[src/rtl/pg_pkg.sv]
// Shared constants and helpers for the pg staging FIFO.
// Holds parameter defaults and the per-cycle operation encoding.
package pg_pkg;

    // Default data word width in bits.
    localparam int PG_DEFAULT_WIDTH = 4;

    // Default number of storage entries (power of two).
    localparam int PG_DEFAULT_DEPTH = 4;

    // What the FIFO does on a given edge: {push, pop}.
    typedef enum logic [1:0] {
        PG_OP_IDLE = 2'b00,
        PG_OP_POP  = 2'b01,
        PG_OP_PUSH = 2'b10,
        PG_OP_BOTH = 2'b11
    } pg_op_e;

    // Fold the push/pop strobes into one operation code.
    function automatic pg_op_e pg_op(
        input logic push,
        input logic pop
    );
        return pg_op_e'({push, pop});
    endfunction

endpackage

[src/rtl/pg_fifo_slot.sv]
// One storage entry of the staging FIFO; no reset on purpose.
// Ports: clk, we (write enable), d (write word), q (stored word).
module pg_fifo_slot
    import pg_pkg::*;
#(
    parameter int WIDTH = PG_DEFAULT_WIDTH
) (
    input  logic             clk,
    input  logic             we,
    input  logic [WIDTH-1:0] d,
    output logic [WIDTH-1:0] q
);

    // Stale contents are hidden by the read-side mask in the parent.
    always_ff @(posedge clk) begin
        if (we) begin
            q <= d;
        end
    end

endmodule

[src/rtl/pg_stage_fifo.sv]
// First-word fall-through staging FIFO with valid/ready on both sides.
// Ports: clk, rst (sync, active high); in_valid/in_ready/in_data
// upstream; out_valid/out_ready/out_data downstream (data zero
// when not valid); count, full, empty occupancy status.
module pg_stage_fifo
    import pg_pkg::*;
#(
    parameter int WIDTH = PG_DEFAULT_WIDTH,
    parameter int DEPTH = PG_DEFAULT_DEPTH
) (
    input  logic                   clk,
    input  logic                   rst,
    input  logic                   in_valid,
    output logic                   in_ready,
    input  logic [WIDTH-1:0]       in_data,
    output logic                   out_valid,
    input  logic                   out_ready,
    output logic [WIDTH-1:0]       out_data,
    output logic [$clog2(DEPTH):0] count,
    output logic                   full,
    output logic                   empty
);

    localparam int AW = $clog2(DEPTH);
    localparam int CW = AW + 1;
    localparam logic [CW-1:0] CNT_FULL = CW'(DEPTH);

    logic [AW-1:0]    wr_ptr;
    logic [AW-1:0]    rd_ptr;
    logic [CW-1:0]    cnt;
    logic             push;
    logic             pop;
    pg_op_e           op;
    logic [WIDTH-1:0] slot_q [DEPTH];

    assign full  = (cnt == CNT_FULL);
    assign empty = (cnt == '0);
    assign count = cnt;

    // A full FIFO refuses even when a pop frees a slot this cycle,
    // which keeps in_ready independent of out_ready.
    assign in_ready  = !full && !rst;
    assign out_valid = !empty;

    assign push = in_valid && in_ready;
    assign pop  = out_valid && out_ready && !rst;
    assign op   = pg_op(push, pop);

    // Pointers are exactly AW bits so they wrap at DEPTH for free.
    always_ff @(posedge clk) begin
        if (rst) begin
            wr_ptr <= '0;
            rd_ptr <= '0;
            cnt    <= '0;
        end else begin
            if (push) begin
                wr_ptr <= wr_ptr + 1'b1;
            end
            if (pop) begin
                rd_ptr <= rd_ptr + 1'b1;
            end
            case (op)
                PG_OP_PUSH: cnt <= cnt + 1'b1;
                PG_OP_POP:  cnt <= cnt - 1'b1;
                default:    cnt <= cnt;
            endcase
        end
    end

    for (genvar i = 0; i < DEPTH; i++) begin : g_slots
        pg_fifo_slot #(
            .WIDTH (WIDTH)
        ) u_slot (
            .clk (clk),
            .we  (push && (wr_ptr == AW'(i))),
            .d   (in_data),
            .q   (slot_q[i])
        );
    end

    // Head word falls through; masked so unreset slots never leak.
    assign out_data = out_valid ? slot_q[rd_ptr] : '0;

endmodule

[config.mk]
export PLATFORM = sky130hd
export DESIGN_NAME = pg_stage_fifo
export DESIGN_NICKNAME = d
export VERILOG_FILES = /design/src/rtl/pg_pkg.sv /design/src/rtl/pg_fifo_slot.sv /design/src/rtl/pg_stage_fifo.sv
export SDC_FILE = /design/constraint.sdc
export NUM_CORES = 1
export LEC_CHECK = 0
export BUFFER_PORTS_ARGS = -buffer_cell sky130_fd_sc_hd__buf_4
export CAP_MARGIN = 10
export CORE_ASPECT_RATIO = 0.8
export CORE_MARGIN = 2
export CORE_UTILIZATION = 44
export CTS_BUF_LIST = sky130_fd_sc_hd__clkbuf_4
export CTS_CLUSTER_DIAMETER = 50
export CTS_CLUSTER_SIZE = 25
export DETAILED_ROUTE_END_ITERATION = 10
export GPL_ROUTABILITY_DRIVEN = 1
export GPL_TIMING_DRIVEN = 0
export PLACE_DENSITY_LB_ADDON = 0.25
export REMOVE_ABC_BUFFERS = 1
export SYNTH_ARGS = -nofsm -noshare
export SYNTH_HDL_FRONTEND = slang
export SYNTH_SLANG_ARGS = --single-unit
[constraint.sdc]
create_clock -name clk -period 6.3 [get_ports clk]
set_clock_uncertainty 0.1 [all_clocks]
set_input_delay 1.26 -clock clk [delete_from_list [all_inputs] [get_ports clk]]
set_output_delay 1.26 -clock clk [all_outputs]
set_load 0.03 [all_outputs]
-- After elaboration in Yosys (flattened, before gate mapping)
Index checks and enable logic that the tools add are counted.
- add/sub/neg operators: 4
- magnitude comparators: 1
- equality and inequality tests: 6
- mux-type cells: 5
- bitwise operators: 1
- reductions and logical operators: 14
- operators by type and width (operator ; count):
    $mux 4 ; 3
    $bmux 4 s2 ; 1
    $logic_and 1x1->1 ; 8
    $eq 2x2->1 const B ; 3
    $pmux 3 s2 ; 1
    $add 2x1->2 const B ; 2
    $eq 2x1->1 const B ; 2
    $add 3x1->3 const B ; 1
    $eq 3x3->1 const B ; 1
    $ge 3x3->1 const B ; 1
    $logic_not 1->1 ; 3
    $logic_not 3->1 ; 1
    $not 2->3 ; 1
    $sub 3x1->3 const B ; 1
    $logic_not 2->1 ; 1
    $reduce_bool 2->1 ; 1
- bits in registers: 23
- input port bits: 8
- output and inout port bits: 11
- word-level logic and storage cells: 38

-- Depth between registers and ports, before layout
Gate-level depths: netlist (run 1).
- depth in word-level cells: 6
- gate-level depth with buffers: 9

-- Hierarchy
From an unflattened synthesis (run 1), not the netlist that was laid out.
- cells, all modules: 75
- area total of the unflattened synthesis: 1059.8 sq um
- by module, submodules not included (module ; times used ; cells each ; area each (sq um) ; sequential area each (sq um)):
    pg_stage_fifo ; 1 ; 59 ; 579.3 ; 140.1
    pg_fifo_slot ; 4 ; 4 ; 120.1 ; 120.1

-- Worst setup path before layout (run 1)
No wires, ideal clock.
- path type: input port to output port
- from: in rst
- to: out in_ready
- arrival: 1863 ps
- data required time: 4940 ps
- path slack: 3077 ps
- cell stages on the path: 2
- cell sequence: clkbuf_2 > nor2_1
- longest elaborated chain between the ends: 2
- ends and longest elaborated chain (element ; RTL line ; source):
    start, declared ; pg_stage_fifo.sv:12 ; input logic rst,
    $logic_not 1->1 ; pg_stage_fifo.sv:42 ; assign in_ready = !full && !rst;
    $logic_and 1x1->1 ; pg_stage_fifo.sv:42 ;
    end, declared ; pg_stage_fifo.sv:14 ; output logic in_ready,
No other way between the ends.

-- Worst setup path after layout (run 1)
- from: reg rd_ptr[0]
- to: out out_data[3]
- longest elaborated chain between the ends: 5
- ends and longest elaborated chain (element ; RTL line ; source):
    start, declared ; pg_stage_fifo.sv:29 ; logic [AW-1:0] rd_ptr;
    start signal, assigned ; pg_stage_fifo.sv:60 ; rd_ptr <= rd_ptr + 1'b1;
    $not 2->3 (implied by the code) ; pg_stage_fifo.sv:82 ; assign out_data = out_valid ? slot_q[rd_ptr] : '0;
    $bmux 4 s2 ; pg_stage_fifo.sv:82 ;
    $mux 4 (implied by the code) (2 in series) ; pg_stage_fifo.sv:82 ;
    $mux 4 ; pg_stage_fifo.sv:82 ;
    end, declared ; pg_stage_fifo.sv:18 ; output logic [WIDTH-1:0] out_data,
No other way between the ends. The select of a mux whose other input is x is not followed.

==> flow_metrics.env, run 1 <==
export IMPL_violations="design-rule violations"
export IMPL_drc=2
export IMPL_die_area_um2=2800
export IMPL_synth_warnings=0
export IMPL_rr_startpoint="count[2]$_SDFFE_PP0P_"
export IMPL_post_dp_hpwl_um=1330
export IMPL_slew_headroom_pct=65.6
export IMPL_crit_arrival_ns=1.74
export IMPL_synthToLayoutAreaGrowth_pct=17.7
export IMPL_r2r_setup_slack_ns=3.95
export IMPL_setup_ws_ns=3.20
export IMPL_worstSetupEndpoint="out_data[3]"
export IMPL_cts_hold_buffers_added=0
export IMPL_first_pass_iters=7
export IMPL_fin_area_um2=1240
export IMPL_hold_violations=0
export IMPL_die_h_um=47.8
export IMPL_cts_sinks=23
export IMPL_antenna_found_initial=0
export IMPL_criticalPathCategory="reg -> out"
export IMPL_clockBufferDepth=2
export IMPL_drv_slew=0
export IMPL_grt_max_degree=13
export IMPL_die_x_um=58.7
export IMPL_multi_input_area_um2=397
export IMPL_startpoint="rd_ptr[0]$_SDFFE_PP0P_"
export IMPL_status="finished with violations"
export IMPL_grt_pass1_wl_um=2670
export IMPL_h_tree_depth=1
export IMPL_ys_types=23
export IMPL_rsz0062_at_grt="false"
export IMPL_fillers=185
export IMPL_powerDensity_nw_per_um2=268
export IMPL_dpl_worst_slack_ns=3.25
export IMPL_vdd_drop_max_v=0.000125
export IMPL_viasPerCell=5.27
export IMPL_cts_setup_buffers=0
export IMPL_root_buffer="clkbuf_4"
export IMPL_fin_nets=110
export IMPL_leakage_nw=0.472
export IMPL_gp_congestion=0.653
export IMPL_io_pins=19
export IMPL_drive_gt1_share_pct=31.6
export IMPL_drv_cap=0
export IMPL_layout_area_seq_um2=621
export IMPL_clock_latency_ns=0.31
export IMPL_cp_max_fo=6
export IMPL_ant_nets=0
export IMPL_r2r_end="count[2]$_SDFFE_PP0P_"
export IMPL_fin_crit_sh_pct=49.2
export IMPL_tightest_slew_ns=0.513
export IMPL_dr_first_iter_drc_count=12
export IMPL_fmax_mhz=322
export IMPL_vias=632
export IMPL_netlist_area_um2=1050
export IMPL_ys_seq_area_share_pct=58.9
export IMPL_cts_tree="done"
export IMPL_syn_area_per_cell_um2=14.0
export IMPL_track_usage_pct=14.3
export IMPL_synthArstFlopShare_pct=0
export IMPL_numCtsBuffers=3
export IMPL_fin_crit_ns=3.10
export IMPL_core_region_area_um2=2210
export IMPL_synth_edf_count=16
export IMPL_num_rows=15
export IMPL_dominantRegCellSynth="edfxtp_1"
export IMPL_ff2ff_path_depth=9
export IMPL_routed_wl_um=1750
export IMPL_finalSetupViolCount=0
export IMPL_io_buffers=18
export IMPL_overflow=0
export IMPL_synth_cells=75
export IMPL_synth_seq_cells=23
export IMPL_grt_pass1_vias=576
export IMPL_finalSetupTns_ns=0
export IMPL_hp_class="reg -> reg"
export IMPL_start_kind="flop"
export IMPL_whs_ns=0.431
export IMPL_crit_required_ns=4.94
export IMPL_start_util_pct=47.6
export IMPL_wl_per_cell_um=14.6
export IMPL_path_clk_slew_ns=0.11
export IMPL_worstSetupEndpointType="output pin"
export IMPL_post_dp_cell_area_um2=1210
export IMPL_cts_resized_gates=0
export IMPL_final_util_pct=56.0
export IMPL_diodes=0
where the power goes:
part           internal [mW]  switching [mW]
Combinational         0.0351          0.0471
Clock                 0.0290          0.0408
Sequential             0.170         0.00987
Total                  0.234          0.0978
registers in the layout, summed over array words and instances, names as in the netlist:
register,cells
g_slots.u_slot.q,16
rd_ptr,2
count,3
wr_ptr,2
final cells by class:
| cell class | count | share of cell area [%] |
|---|---|---|
| Sequential cell | 23 | 50.1 |
| Multi-Input combinational cell | 43 | 32.0 |
| Timing Repair Buffer | 18 | 10.9 |
| Tap cell | 25 | 2.52 |
| Clock buffer | 4 | 2.42 |
| Inverter | 7 | 2.12 |
worst min-delay path by stage:
stage | from | to | slack, ns | depth (start not counted)
detailed placement | wr_ptr[0]$_SDFFE_PP0P_ | wr_ptr[0]$_SDFFE_PP0P_ | 0.41 | 1
global placement | wr_ptr[0]$_SDFFE_PP0P_ | wr_ptr[0]$_SDFFE_PP0P_ | 0.40 | 1
finish | wr_ptr[0]$_SDFFE_PP0P_ | wr_ptr[0]$_SDFFE_PP0P_ | 0.43 | 1
CTS | wr_ptr[0]$_SDFFE_PP0P_ | wr_ptr[0]$_SDFFE_PP0P_ | 0.44 | 1
global route | wr_ptr[0]$_SDFFE_PP0P_ | wr_ptr[0]$_SDFFE_PP0P_ | 0.49 | 2
floorplan | wr_ptr[0]$_SDFFE_PP0P_ | wr_ptr[0]$_SDFFE_PP0P_ | 0.38 | 1
metrics by stage:
stage | instances | power [mW]
floorplan | 73 | 0.236
global placement | 116 | 0.264
detailed placement | 116 | 0.267
CTS | 120 | 0.336
global route | 120 | 0.349
finish | 120 | 0.332
layout by cell type (no fill, tap or decap), types with 2 or more instances in the layout:
cell and count:
nor2_1 7, o21ai_0 2, a21oi_1 3, inv_1 7, and2_1 4, clkbuf_4 4
edfxtp_1 16, xor2_1 3, or3_1 2, dfxtp_1 7, nor2b_1 4, ha_1 5
mux4_2 4, buf_4 18
synth_stat cells, types with 2 or more instances:
library cell | count | area (µm²)
or3_1 | 2 | 12.5
a21oi_1 | 3 | 15.0
ha_1 | 5 | 62.6
mux4_2 | 4 | 90.1
dfxtp_1 | 7 | 140
and2_1 | 4 | 25.0
edfxtp_1 | 16 | 480
nor2_1 | 7 | 26.3
o21ai_0 | 2 | 10.0
inv_1 | 7 | 26.3
nor2b_1 | 4 | 25.0
xor2_1 | 3 | 26.3
cell families after synthesis:
| kind of cell | count (synthesis) | synth area share [%] |
|---|---|---|
| AO/OA/AOI/OAI | 6 | 3.09 |
| XOR/XNOR | 3 | 2.49 |
| flip-flops | 23 | 58.9 |
| adder cells (fa/ha/maj) | 6 | 7.84 |
| buffers and inverters | 9 | 3.44 |
| AND/OR/NAND/NOR | 22 | 13.3 |
| multiplexers | 6 | 10.9 |
metal layers:
layer | vias up | wire [µm] | track usage (%)
met3 | 2 | 85 | 5.68
li1 | 301 | - | -
met1 | 314 | 711 | 16.8
met2 | 15 | 940 | 24.3
met5 | - | 0 | 0
met4 | 0 | 10 | 5.45
worst max-delay path, stage by stage, from the launching register on:
cell	delay, ns
dfxtp_1	0.55
mux4_2	0.55
nor2b_1	0.15
buf_4	0.19
Note: power is estimated with default switching activity, not from simulation.
==> inputs of run 2 (changes only) <==
--- a/config.mk
+++ b/config.mk
@@ -5,6 +5,7 @@
 export SDC_FILE = /design/constraint.sdc
 export NUM_CORES = 1
 export LEC_CHECK = 0
+export ABC_AREA = 1
 export BUFFER_PORTS_ARGS = -buffer_cell sky130_fd_sc_hd__buf_4
 export CAP_MARGIN = 10
 export CORE_ASPECT_RATIO = 0.8
==> constraint.sdc (replaced) <==
create_clock -name clk -period 2.7 [get_ports clk]
set_clock_uncertainty 0.1 [all_clocks]
set_input_delay 0.54 -clock clk [delete_from_list [all_inputs] [get_ports clk]]
set_output_delay 0.54 -clock clk [all_outputs]
set_load 0.03 [all_outputs]
==> flow_metrics.env, run 2 <==
export IMPL_track_usage_pct=15.1
export IMPL_synthToLayoutAreaGrowth_pct=17.9
export IMPL_synth_top_area_cell="edfxtp_1"
export IMPL_instances_no_fill=170
export IMPL_cp_buffers_inverters=2
export IMPL_fin_crit_sh_pct=83.0
export IMPL_finalSetupViolCount=0
export IMPL_yosysTopAreaCellShare_pct=43.3
export IMPL_start_kind="flop"
export IMPL_cts_tree="done"
export IMPL_synthArstFlopShare_pct=0
export IMPL_r2r_setup_slack_ns=0.80
export IMPL_wl_per_cell_um=11.3
export IMPL_rsz0062_at_grt="false"
export IMPL_largest_reg_flops=16
export IMPL_crit_arrival_ns=1.60
export IMPL_startpoint="rd_ptr[0]$_SDFFE_PP0P_"
export IMPL_io_pins=19
export IMPL_syn_area_per_cell_um2=9.81
export IMPL_fin_crit_ns=2.24
export IMPL_status="completed"
export IMPL_ff2ff_path_depth=13
export IMPL_ys_seq_area_share_pct=56.0
export IMPL_drv_cap=0
export IMPL_netlist_area_um2=1110
export IMPL_cp_slowest_cell="dfxtp_1"
export IMPL_numCtsBuffers=3
export IMPL_post_dp_hpwl_um=1450
export IMPL_synth_warnings=0
export IMPL_met2_usage_pct=22.6
export IMPL_synth_compound_area_share_pct=7.67
export IMPL_synth_mux_area_share_pct=0
export IMPL_die_area_um2=2940
export IMPL_antenna_found_initial=0
export IMPL_synth_edf_count=16
export IMPL_dr_first_iter_drc_count=24
export IMPL_p_comb_share_pct=27.3
export IMPL_use_met1_pct=19.6
export IMPL_clockBufferDepth=2
export IMPL_gp_congestion=0.762
export IMPL_die_h_um=48.9
export IMPL_grt_pass1_vias=711
export IMPL_p_sw_share_pct=32.1
export IMPL_path_cells="inv_1, o21ai_0, a21oi_1, buf_4"
export IMPL_mostFrequentLayoutCells="25 x nor2_1, 18 x buf_4, 16 x edfxtp_1, 15 x inv_1"
export IMPL_fin_nets=149
export IMPL_rr_startpoint="count[2]$_SDFFE_PP0P_"
export IMPL_r2r_end="count[2]$_SDFFE_PP0P_"
export IMPL_cts_setup_buffers=0
export IMPL_cts_resized_gates=0
export IMPL_worstSetupEndpoint="out_data[3]"
export IMPL_synthMostInstantiatedCell="nor2_1"
export IMPL_num_rows=16
export IMPL_core_region_area_um2=2420
export IMPL_path_clk_slew_ns=0.12
export IMPL_crit_family="flip-flops"
export IMPL_start_util_pct=45.8
export IMPL_vias=781
export IMPL_drive_gt1_share_pct=24.6
export IMPL_synthSimpleGateAreaFrac_pct=21.4
export IMPL_die_x_um=60.1
export IMPL_cts_hold_buffers_added=0
export IMPL_h_tree_depth=1
export IMPL_root_buffer="clkbuf_4"
export IMPL_p_seq_share_pct=52.3
export IMPL_synth_top_family_by_area="simple AND/OR/NAND/NOR gates"
export IMPL_powerDensity_nw_per_um2=605
export IMPL_synth_fa_ha_area_share_pct=7.45
export IMPL_fmax_mhz=446
export IMPL_p_int_mw=0.538
export IMPL_clockPowerShare_pct=20.4
export IMPL_routed_wl_um=1910
export IMPL_first_pass_iters=4
export IMPL_criticalPathCategory="reg -> out"
export IMPL_worstSetupEndpointType="output pin"
export IMPL_slowest_delay_ns=0.58
export IMPL_viasPerCell=4.59
export IMPL_grt_max_degree=13
export IMPL_top_usage_layer="met2"
export IMPL_clock_latency_ns=0.31
export IMPL_slew_headroom_pct=72.5
export IMPL_tightest_slew_ns=0.411
export IMPL_synthTopCellsByCount="25 x nor2_1, 16 x edfxtp_1, 15 x inv_1"
export IMPL_gr_usage_met3_pct=5.04
export IMPL_layout_commonest_cell="nor2_1"
export IMPL_vdd_drop_max_v=0.000308
export IMPL_switchingPower_mw=0.254
export IMPL_hp_class="in -> reg"
export IMPL_crit_required_ns=2.06
export IMPL_post_dp_cell_area_um2=1280
export IMPL_synth_cells=113
export IMPL_finalSetupTns_ns=0
export IMPL_cp_num_cells=4
export IMPL_overflow=0
export IMPL_hold_violations=0
export IMPL_dpl_cell_count=166
export IMPL_ys_types=18
export IMPL_cp_max_fo=11
export IMPL_synth_seq_cells=23
export IMPL_leakage_nw=0.559
export IMPL_drv_slew=0
export IMPL_fin_area_um2=1310
export IMPL_drc=0
export IMPL_cts_sinks=23
export IMPL_ant_nets=0
export IMPL_synthTopCellsByArea="edfxtp_1 43%, dfxtp_1 13%, nor2_1 8.5%"
export IMPL_final_util_pct=54.0
export IMPL_io_buffers=18
export IMPL_grt_pass1_wl_um=3150
export IMPL_regMostFlops="g_slots.u_slot.q"
export IMPL_diodes=0
export IMPL_synth_xor_area_share_pct=0
export IMPL_dominantRegCellSynth="edfxtp_1"
## run 2: how the worst min path moves through the flow
stage | startpoint | to | slack, ns | depth (start not counted)
2_1_floorplan | wr_ptr[1]$_SDFFE_PP0P_ | wr_ptr[1]$_SDFFE_PP0P_ | 0.38 | 2
3_3_place_gp | wr_ptr[1]$_SDFFE_PP0P_ | wr_ptr[1]$_SDFFE_PP0P_ | 0.40 | 2
3_5_place_dp | wr_ptr[1]$_SDFFE_PP0P_ | wr_ptr[1]$_SDFFE_PP0P_ | 0.41 | 2
4_1_cts | in_data[1] | g_slots[0].u_slot.q[1]$_DFFE_PP_ | 0.32 | 1
5_1_grt | in_data[3] | g_slots[2].u_slot.q[3]$_DFFE_PP_ | 0.30 | 1
6_report | in_data[1] | g_slots[3].u_slot.q[1]$_DFFE_PP_ | 0.32 | 1
## run 2: per-layer routing
layer	wire, µm	share of wire [%]	up-vias
met5	0	0	-
met4	34	1.8	0
met3	90	4.7	5
met2	899	47	15
li1	-	-	408
met1	889	46	353
## run 2: final cells by class
class | count | area, µm²
clock buffer | 4 | 30.0
fill | 235 | 1110
inverter | 19 | 71.3
multi-input combinational | 70 | 405
sequential | 23 | 621
tap | 36 | 45.0
timing repair buffer | 18 | 135
## run 2: worst register-to-register path: stages (launching register included)
cell,delay [ns]
dfxtp_1,0.43
inv_2,0.08
nand2_4,0.09
nand2_1,0.07
nor2_1,0.09
ha_1,0.17
inv_1,0.07
fa_1,0.37
inv_1,0.06
nand2_1,0.04
nand3_1,0.08
nand2_1,0.06
nand2_1,0.05
nor2_1,0.03
## run 2: logic make-up (layout without fill, tap and decap cells)
group,after synthesis,count (layout)
AND/OR/NAND/NOR,47,47
AO/OA/AOI/OAI,17,17
flip-flops,23,23
buffers and inverters,20,41
adder cells (fa/ha/maj),6,6
## run 2: power groups by stage
stage | logic, mW | clock network [mW] | registers, mW
final | 0.216 | 0.162 | 0.414
after global routing | 0.237 | 0.182 | 0.417
after CTS | 0.218 | 0.167 | 0.414
after detailed placement | 0.218 | 0 | 0.422
after global placement | 0.213 | 0 | 0.421
after floorplan | 0.133 | 0 | 0.428
## run 2: through the flow
| stage | total power, mW | setup slack (ns) | hold slack (ns) |
|---|---|---|---|
| after floorplan | 0.561 | 0.511 | 0.381 |
| after global placement | 0.634 | 0.683 | 0.401 |
| after detailed placement | 0.640 | 0.640 | 0.406 |
| after CTS | 0.800 | 0.447 | 0.317 |
| after global routing | 0.836 | 0.282 | 0.302 |
| final | 0.791 | 0.460 | 0.324 |
